File: src/rtl/itag_fill_ctrl_if.sv
// Bundle of fetch-miss, memory, data-bank, snoop and tag port-B signals around the I-cache fill controller.
// master = fill controller, slave = surrounding fetch/memory/bank logic.
interface itag_fill_ctrl_if #(
  parameter int unsigned WAYS        = 2,
  parameter int unsigned LINE_WORDS  = 4,
  parameter int unsigned LINE_ADDR_W = 6
);
  localparam int unsigned SUB_W = $clog2(LINE_WORDS);
  localparam int unsigned TAG_W = 30 - SUB_W - LINE_ADDR_W;

  logic                   miss;
  logic [31:0]            miss_addr;
  logic                   mem_req;
  logic [31:0]            mem_addr;
  logic                   mem_ack;
  logic                   mem_rvalid;
  logic                   data_wen;
  logic [SUB_W-1:0]       data_word_idx;
  logic [WAYS-1:0]        data_way;
  logic                   snoop_valid;
  logic [31:0]            snoop_addr;
  logic                   snoop_ack;
  logic                   tagb_en;
  logic [WAYS-1:0]        tagb_wen;
  logic [LINE_ADDR_W-1:0] tagb_line;
  logic [TAG_W:0]         tagb_data;
  logic                   busy;
  logic                   fill_done;

  modport master (
    input  miss, miss_addr, mem_ack, mem_rvalid, snoop_valid, snoop_addr,
    output mem_req, mem_addr, data_wen, data_word_idx, data_way, snoop_ack,
           tagb_en, tagb_wen, tagb_line, tagb_data, busy, fill_done
  );

  modport slave (
    output miss, miss_addr, mem_ack, mem_rvalid, snoop_valid, snoop_addr,
    input  mem_req, mem_addr, data_wen, data_word_idx, data_way, snoop_ack,
           tagb_en, tagb_wen, tagb_line, tagb_data, busy, fill_done
  );
endinterface

File: src/rtl/itag_fill_ctrl.sv
// I-cache miss sequencer: line fetch, victim selection, tag write on port B,
// with snoop invalidations arbitrated onto the same port.
module itag_fill_ctrl #(
  parameter int unsigned WAYS        = 2,
  parameter int unsigned LINE_WORDS  = 4,
  parameter int unsigned LINE_ADDR_W = 6
) (
  input  logic               clk,
  input  logic               rst,
  itag_fill_ctrl_if.master   bus
);
  localparam int unsigned SUB_W = $clog2(LINE_WORDS);
  localparam int unsigned TAG_W = 30 - SUB_W - LINE_ADDR_W;
  localparam int unsigned LA_W  = 30 - SUB_W;
  localparam int unsigned PTR_W = (WAYS > 1) ? $clog2(WAYS) : 1;

  typedef enum logic [1:0] {
    S_IDLE,
    S_REQ,
    S_FILL,
    S_TAG_WR
  } state_t;

  state_t            state_q, state_d;
  logic [LA_W-1:0]   line_q, line_d;
  logic [SUB_W-1:0]  cnt_q, cnt_d;
  logic [PTR_W-1:0]  ptr_q, ptr_d;
  logic              poison_q, poison_d;

  logic              snoop_grant;
  logic [LA_W-1:0]   snoop_la;
  logic [LA_W-1:0]   miss_la;
  logic [WAYS-1:0]   victim_oh;
  logic              unused_low_bits;

  assign snoop_la        = bus.snoop_addr[31:SUB_W+2];
  assign miss_la         = bus.miss_addr[31:SUB_W+2];
  assign unused_low_bits = ^{bus.snoop_addr[SUB_W+1:0], bus.miss_addr[SUB_W+1:0]};
  // Port B belongs to the fill only during its single tag-write cycle.
  assign snoop_grant     = bus.snoop_valid && (state_q != S_TAG_WR);

  always_ff @(posedge clk) begin
    if (rst) begin
      state_q  <= S_IDLE;
      line_q   <= '0;
      cnt_q    <= '0;
      ptr_q    <= '0;
      poison_q <= 1'b0;
    end else begin
      state_q  <= state_d;
      line_q   <= line_d;
      cnt_q    <= cnt_d;
      ptr_q    <= ptr_d;
      poison_q <= poison_d;
    end
  end

  always_comb begin
    state_d   = state_q;
    line_d    = line_q;
    cnt_d     = cnt_q;
    ptr_d     = ptr_q;
    poison_d  = poison_q;

    victim_oh        = '0;
    victim_oh[ptr_q] = 1'b1;

    bus.mem_req       = 1'b0;
    bus.mem_addr      = '0;
    bus.data_wen      = 1'b0;
    bus.data_word_idx = cnt_q;
    bus.data_way      = '0;
    bus.snoop_ack     = 1'b0;
    bus.tagb_en       = 1'b0;
    bus.tagb_wen      = '0;
    bus.tagb_line     = '0;
    bus.tagb_data     = '0;
    bus.busy          = (state_q != S_IDLE);
    bus.fill_done     = 1'b0;

    if (snoop_grant) begin
      bus.snoop_ack = 1'b1;
      bus.tagb_en   = 1'b1;
      bus.tagb_wen  = '1;
      bus.tagb_line = bus.snoop_addr[SUB_W+2 +: LINE_ADDR_W];
      bus.tagb_data = '0;
    end

    unique case (state_q)
      S_IDLE: begin
        if (bus.miss) begin
          state_d  = S_REQ;
          line_d   = miss_la;
          cnt_d    = '0;
          // Entering REQ clears poison, except for a same-cycle snoop on the line being latched.
          poison_d = snoop_grant && (snoop_la == miss_la);
        end
      end
      S_REQ: begin
        bus.mem_req  = 1'b1;
        bus.mem_addr = {line_q, {(SUB_W+2){1'b0}}};
        if (snoop_grant && (snoop_la == line_q)) poison_d = 1'b1;
        if (bus.mem_ack) state_d = S_FILL;
      end
      S_FILL: begin
        bus.data_way = victim_oh;
        if (snoop_grant && (snoop_la == line_q)) poison_d = 1'b1;
        if (bus.mem_rvalid) begin
          bus.data_wen = 1'b1;
          cnt_d        = cnt_q + SUB_W'(1);
          if (cnt_q == SUB_W'(LINE_WORDS - 1)) state_d = S_TAG_WR;
        end
      end
      S_TAG_WR: begin
        bus.tagb_en   = 1'b1;
        bus.tagb_wen  = victim_oh;
        bus.tagb_line = line_q[LINE_ADDR_W-1:0];
        bus.tagb_data = {~poison_q, line_q[LA_W-1:LINE_ADDR_W]};
        bus.fill_done = 1'b1;
        ptr_d         = (ptr_q == PTR_W'(WAYS - 1)) ? '0 : ptr_q + PTR_W'(1);
        state_d       = S_IDLE;
      end
      default: state_d = S_IDLE;
    endcase
  end
endmodule

File: src/flat_wrapper.sv
// flat-port wrapper written by rule: the top's interface ports become plain ports
module itag_fill_ctrl_flat 
#(
  parameter int unsigned WAYS        = 2,
  parameter int unsigned LINE_WORDS  = 4,
  parameter int unsigned LINE_ADDR_W = 6
)
  (clk, rst, bus_miss, bus_miss_addr, bus_mem_ack, bus_mem_rvalid, bus_snoop_valid, bus_snoop_addr, bus_mem_req, bus_mem_addr, bus_data_wen, bus_data_word_idx, bus_data_way, bus_snoop_ack, bus_tagb_en, bus_tagb_wen, bus_tagb_line, bus_tagb_data, bus_busy, bus_fill_done);
  itag_fill_ctrl_if #(.WAYS(WAYS), .LINE_WORDS(LINE_WORDS), .LINE_ADDR_W(LINE_ADDR_W)) bus_i ();
  input  logic clk;
  input  logic rst;
  input wire logic [$bits(bus_i.miss)-1:0] bus_miss;
  input wire logic [$bits(bus_i.miss_addr)-1:0] bus_miss_addr;
  input wire logic [$bits(bus_i.mem_ack)-1:0] bus_mem_ack;
  input wire logic [$bits(bus_i.mem_rvalid)-1:0] bus_mem_rvalid;
  input wire logic [$bits(bus_i.snoop_valid)-1:0] bus_snoop_valid;
  input wire logic [$bits(bus_i.snoop_addr)-1:0] bus_snoop_addr;
  output wire logic [$bits(bus_i.mem_req)-1:0] bus_mem_req;
  output wire logic [$bits(bus_i.mem_addr)-1:0] bus_mem_addr;
  output wire logic [$bits(bus_i.data_wen)-1:0] bus_data_wen;
  output wire logic [$bits(bus_i.data_word_idx)-1:0] bus_data_word_idx;
  output wire logic [$bits(bus_i.data_way)-1:0] bus_data_way;
  output wire logic [$bits(bus_i.snoop_ack)-1:0] bus_snoop_ack;
  output wire logic [$bits(bus_i.tagb_en)-1:0] bus_tagb_en;
  output wire logic [$bits(bus_i.tagb_wen)-1:0] bus_tagb_wen;
  output wire logic [$bits(bus_i.tagb_line)-1:0] bus_tagb_line;
  output wire logic [$bits(bus_i.tagb_data)-1:0] bus_tagb_data;
  output wire logic [$bits(bus_i.busy)-1:0] bus_busy;
  output wire logic [$bits(bus_i.fill_done)-1:0] bus_fill_done;
  assign bus_i.miss = bus_miss;
  assign bus_i.miss_addr = bus_miss_addr;
  assign bus_i.mem_ack = bus_mem_ack;
  assign bus_i.mem_rvalid = bus_mem_rvalid;
  assign bus_i.snoop_valid = bus_snoop_valid;
  assign bus_i.snoop_addr = bus_snoop_addr;
  assign bus_mem_req = bus_i.mem_req;
  assign bus_mem_addr = bus_i.mem_addr;
  assign bus_data_wen = bus_i.data_wen;
  assign bus_data_word_idx = bus_i.data_word_idx;
  assign bus_data_way = bus_i.data_way;
  assign bus_snoop_ack = bus_i.snoop_ack;
  assign bus_tagb_en = bus_i.tagb_en;
  assign bus_tagb_wen = bus_i.tagb_wen;
  assign bus_tagb_line = bus_i.tagb_line;
  assign bus_tagb_data = bus_i.tagb_data;
  assign bus_busy = bus_i.busy;
  assign bus_fill_done = bus_i.fill_done;
  itag_fill_ctrl #(.WAYS(WAYS), .LINE_WORDS(LINE_WORDS), .LINE_ADDR_W(LINE_ADDR_W)) u_core (.clk(clk), .rst(rst), .bus(bus_i));
endmodule
File: config.mk
export PLATFORM = sky130hd
export DESIGN_NAME = itag_fill_ctrl_flat
export DESIGN_NICKNAME = d
export VERILOG_FILES = /design/src/rtl/itag_fill_ctrl_if.sv /design/src/rtl/itag_fill_ctrl.sv /design/src/flat_wrapper.sv
export SDC_FILE = /design/constraint.sdc
export NUM_CORES = 1
export LEC_CHECK = 0
export CORE_ASPECT_RATIO = 0.6
export CORE_MARGIN = 2
export CORE_UTILIZATION = 35
export CTS_CLUSTER_DIAMETER = 60
export DETAILED_ROUTE_END_ITERATION = 8
export PLACE_DENSITY_LB_ADDON = 0.1
export SYNTH_ARGS = -nofsm -noshare
export SYNTH_HDL_FRONTEND = slang
export SYNTH_SLANG_ARGS = --single-unit
File: constraint.sdc
create_clock -name clk -period 1.5 [get_ports clk]
set_input_delay 0.3 -clock clk [delete_from_list [all_inputs] [get_ports clk]]
set_output_delay 0.3 -clock clk [all_outputs]
set_load 0.02 [all_outputs]
Yosys cells after proc, flatten, opt, wreduce, memory -nomap -nowiden
Index checks and enable logic that the tools add are counted.
{"block": "totals", "ff_bits": 34, "output_inout_bits": 73, "wordCells": 62}
{"block": "classes", "add_sub_neg": 2, "magnitude_cmp": 2, "eq_ne": 12, "n_mux": 27, "n_bitwise": 1, "reduce_logical": 13}
{"cell": "equality test 28 bit", "count": 2}
{"cell": "two-way mux 32 bit", "count": 1}
{"cell": "two-way mux 23 bit", "count": 1}
{"cell": "two-way mux 2 bit", "count": 9}
{"cell": "two-way mux 6 bit", "count": 2}
{"cell": "two-way mux 1 bit", "count": 10}
{"cell": "!= test 2 bit, second input constant", "count": 4}
{"cell": "case mux 2 bit (4 select lines)", "count": 1}
{"cell": "equality test 2 bit, second input constant", "count": 3}
{"cell": "AND reduction 3 bit", "count": 2}
{"cell": "nonzero test 2 bit", "count": 3}
{"cell": "logical AND 1 bit", "count": 4}
{"cell": "!= test 2 x 1 -> 1 bit, second input constant", "count": 2}
{"cell": "case mux 2 bit (2 select lines)", "count": 1}
{"cell": "AND reduction 4 bit", "count": 1}
{"cell": "adder 2 x 1 -> 2 bit, second input constant", "count": 1}
{"cell": "equality test 2 x 1 -> 1 bit, second input constant", "count": 1}
{"cell": "zero test 2 bit", "count": 1}
{"cell": "< comparator 1 x 2 -> 1 bit, second input constant", "count": 1}
{"cell": "case mux 1 bit (2 select lines)", "count": 1}
{"cell": "AND reduction 2 bit", "count": 1}
{"cell": "OR reduction 2 bit", "count": 1}
{"cell": "adder 1 bit, second input constant", "count": 1}
{"cell": "demux 1 bit (select 1 bit)", "count": 1}
{"cell": "2 further kinds", "count": 2}

Logic depth before layout (Yosys ltp)
{"block": "logic_depth", "ltp_word": 5, "mapped_depth": 8}

Worst setup path after synthesis
Ideal clock, no wire load.
{"block": "synth_timing", "path_type": "reg-to-output", "start": "register u_core.state_q[0]", "end": "output port bus_tagb_data[22]", "arrival_time_ns": 1.436, "t_required_ns": 1.200, "path_slack_ns": -0.236, "stages_incl_launch_ff": 5, "n_path_buf": 2, "cell_sequence": "dfxtp_1 ha_1 buf_6 clkbuf_1 nor2b_1"}
{"block": "synth_between", "elab_chain_cells": 2}
{"element": "from (decl)", "line_no": "itag_fill_ctrl.sv:24", "source": "state_t state_q, state_d;"}
{"element": "from (signal assigned)", "line_no": "itag_fill_ctrl.sv:50", "source": "state_q <= state_d;"}
{"element": "equality test 2 bit", "line_no": "itag_fill_ctrl.sv:89", "source": "unique case (state_q)"}
{"element": "two-way mux 23 bit", "line_no": "itag_fill_ctrl.sv:89"}
{"element": "to (decl)", "line_no": "flat_wrapper.sv:27", "source": "output wire logic [$bits(bus_i.tagb_data)-1:0] bus_tagb_data;"}
Every way passes these cells.

Worst setup path in the final report
{"block": "layout_timing", "start": "register u_core.state_q[1]", "end": "output port bus_mem_addr[29]"}
{"block": "layout_between", "elab_chain_cells": 2}
{"element": "equality test 2 x 1 -> 1 bit", "line_no": "itag_fill_ctrl.sv:89"}
{"element": "two-way mux 32 bit", "line_no": "itag_fill_ctrl.sv:89"}
{"element": "to (decl)", "line_no": "flat_wrapper.sv:19", "source": "output wire logic [$bits(bus_i.mem_addr)-1:0] bus_mem_addr;"}
Every way passes these cells.

==> reports/metrics.cfg <==
[global_routing]
grt_pass1_vias=2807
grt_pass1_wl_mm=14.6
grt_overflow=0
antenna_found_initial=0
grt_use_total_pct=23.8
grt_max_degree=35

[timing]
setup_slack_ns=-0.246
max_freq_mhz=573
hold_viol_final=0
rsz0062_at_grt=true
final.period_utilization_pct=116
finalMaxSlewViolations=0
setup-tns-final_ns=-11.69
setup_violations=70
finClkSkew_ns=0.00510
period_minus_slack_ns=1.75

[detailed_routing]
wl_per_cell_um=17.2
drt_first_pass_iters=4
antenna_left=0
vias=2787
via_per_inst=4.90
drtIter0Drc=136
drc=0
wl_mm=9.81

[clock_tree]
clockRootBuffer=clkbuf_16
cts_inserted_buffers=5
clock_path_buffers=2
h-tree-depth=2
cts_tree=done
clock_sinks=34
hold_buffers=0
cts.clk_slew.worst_paths_ns=0.06
clock_latency_ns=0.28

[floorplanning]
core_um2=6760
placementRows=23
ioPinCount=143
start_util_pct=36.5
die_h_um=69.1
die_area_um2=7760
die_x_um=112

[worst_setup_path]
critPathKind=flop to output pin
worstReg2RegEnd=u_core.poison_q$_SDFFE_PP0P_
worst-path-stages=5
arrival_ns=1.45
start_kind=flop
critPathMaxStageDelay_ns=0.38
crit_buf_inv=3
crit_required_ns=1.20
crit_path_end_kind=output pin
path_cells=inv_2 -> ha_4 -> clkbuf_16 -> and2_2 -> buf_2
cp_top_family=buffers and inverters
rr_startpoint=u_core.state_q[1]$_SDFFE_PP0P_
cpMaxStageDelayCell=dfxtp_4
crit_end=bus_mem_addr[29]
worstPathMaxFanout=8
startpoint=u_core.state_q[1]$_SDFFE_PP0P_
r2r_slack_ns=-0.15
worstRegToRegCells=8

[yosys]
yosys_warnings=0
synth_top_area_cell=dfxtp_1
synthArstFlopShare_pct=0
synth_top_area_share_pct=27.6
netlist_instances=319
synth_area_leaders=dfxtp_1 28%, xnor2_1 16%, and2_1 13%, nand2_1 9.0%, a21oi_1 5.7%
synth.distinct_cells=37
ys_ff_latch=34
ys.flop_type=dfxtp_1
yosysSeqAreaShare_pct=27.6
syn_avg_cell_area_um2=7.74
synth_area_um2=2470
synth-edff-count=0

[power_and_ir_drop]
p_comb_share_pct=55.8
pwr-share-seq_pct=24.1
p_sw_share_pct=38.3
ir_drop_v=0.000660
powerDensity_nw_per_um2=1170
power_switching_mw=2.01
p_clk_share_pct=20.1
p_int_mw=3.23
p_leak_nw=1.91
fin_total_pwr_mw=5.24

[cells_and_area]
layout_common_cells=58 x nand2_1, 56 x clkdlybuf4s50_1, 50 x buf_4
final_core_util_pct=66.1
final_common_cell=nand2_1
nNetsFinal=557
antenna_cells=0
layout-drive-gt1-share_pct=36.7
area_growth_pct=80.9

[placement]
hpwlAfterDp_mm=6.86
io_buffers=130
place_congestion=0.825

[status]
violations=negative setup slack
status=complete, but fails checks

[flow_run]
maxCapViolations=0

[min_path]
hold_class=input pin to flop

[per-layer routing]
layer | wire length [µm] | GRT usage, % | part of all wire [%] | vias to the layer above
met2 | 4330 | 37.3 | 44 | 121
met5 | 0 | 0 | 0 | -
met3 | 796 | 7.12 | 8.1 | 16
li1 | - | - | - | 1368
met4 | 116 | 5.69 | 1.2 | 0
met1 | 4570 | 32.4 | 47 | 1282
[worst min path at each step]
stage / start / endpoint / slack (ns) / depth (start not counted)
6_report: bus_miss_addr[30] / u_core.line_q[26]$_SDFFE_PP0P_ / 0.46 / 3
5_1_grt: bus_miss_addr[30] / u_core.line_q[26]$_SDFFE_PP0P_ / 0.49 / 3
4_1_cts: bus_miss_addr[30] / u_core.line_q[26]$_SDFFE_PP0P_ / 0.46 / 3
3_5_place_dp: u_core.line_q[19]$_SDFFE_PP0P_ / u_core.line_q[19]$_SDFFE_PP0P_ / 0.49 / 2
3_3_place_gp: u_core.line_q[16]$_SDFFE_PP0P_ / u_core.line_q[16]$_SDFFE_PP0P_ / 0.48 / 2
2_1_floorplan: bus_miss_addr[14] / u_core.line_q[10]$_SDFFE_PP0P_ / 0.44 / 2
[worst min-delay path: cells and delay by family]
kind                   cells  cell delay (ns)
AND/OR/NAND/NOR            1             0.07
AO/OA/AOI/OAI              1             0.05
buffers and inverters      1             0.27
[final cells by class]
cell class | count | area (µm²)
flip-flops and latches | 34 | 688
well taps | 87 | 109
repair buffers | 174 | 1660
clock buffers | 7 | 143
clock inverters | 1 | 5.00
multi-input cells | 259 | 1830
fillers | 584 | 2300
inverters | 7 | 26.3
[power by group through the flow]
stage	Sequential, mW	Combinational, mW	Clock [mW]
6_report	1.26	2.92	1.05
5_1_grt	1.28	3.10	1.11
4_1_cts	1.25	2.47	1.06
3_5_place_dp	1.27	2.24	0
3_3_place_gp	1.26	2.20	0
2_1_floorplan	1.23	1.22	0
[flip-flops by register name (all words and copies together) (netlist names)]
name	flops
u_core.line_q	28
u_core.bus.data_word_idx	2
u_core.state_q	2
u_core.poison_q	1
u_core.ptr_q	1
[cell usage after synthesis (2+ instances only)]
master / number
a21o_1: 2
nand4_1: 12
a22oi_1: 2
and2_1: 52
buf_1: 2
ha_1: 6
nand2_1: 59
buf_4: 4
xnor2_1: 45
mux2i_1: 2
clkbuf_1: 10
inv_1: 6
a22o_1: 5
a211oi_1: 2
dfxtp_1: 34
xor2_1: 11
nor2_1: 8
nor4_2: 2
nor4_1: 4
buf_2: 4
o21ai_1: 2
a21oi_1: 28
buf_6: 2
nor2b_1: 2
[kinds of logic (layout without fill, tap and decap cells)]
group           after synthesis  after routing  share of synthesized area (%)
simple gates                144            144                           30.5
xor+xnor                     57             57                           20.5
compound gates               46             46                           11.6
flops                        34             34                           27.6
buf+inv                      29            189                           5.83
fa+ha+maj                     6              6                           3.04
mux                           2              2                          0.811
other cells                   1              4                          0.152
[through the flow]
| stage | worst slack (ns) | instances | instance area, µm² | hold slack, ns |
|---|---|---|---|---|
| 3_3_place_gp | -0.587 | 553 | 4160 | 0.479 |
| 2_1_floorplan | 0.00146 | 322 | 2560 | 0.436 |
| 3_5_place_dp | -0.607 | 553 | 4160 | 0.486 |
| 5_1_grt | -0.269 | 569 | 4470 | 0.488 |
| 6_report | -0.246 | 569 | 4470 | 0.456 |
| 4_1_cts | -0.228 | 565 | 4220 | 0.459 |
[repair_timing]
item,4_1_cts,5_1_grt
gates cloned,0,3
buffers inserted,5,1
pin swaps,10,3
endpoints found under the setup margin,102,100
endpoints found under the hold margin,0,0
resized for setup,327,53
Power figures use the tool's default switching activity.
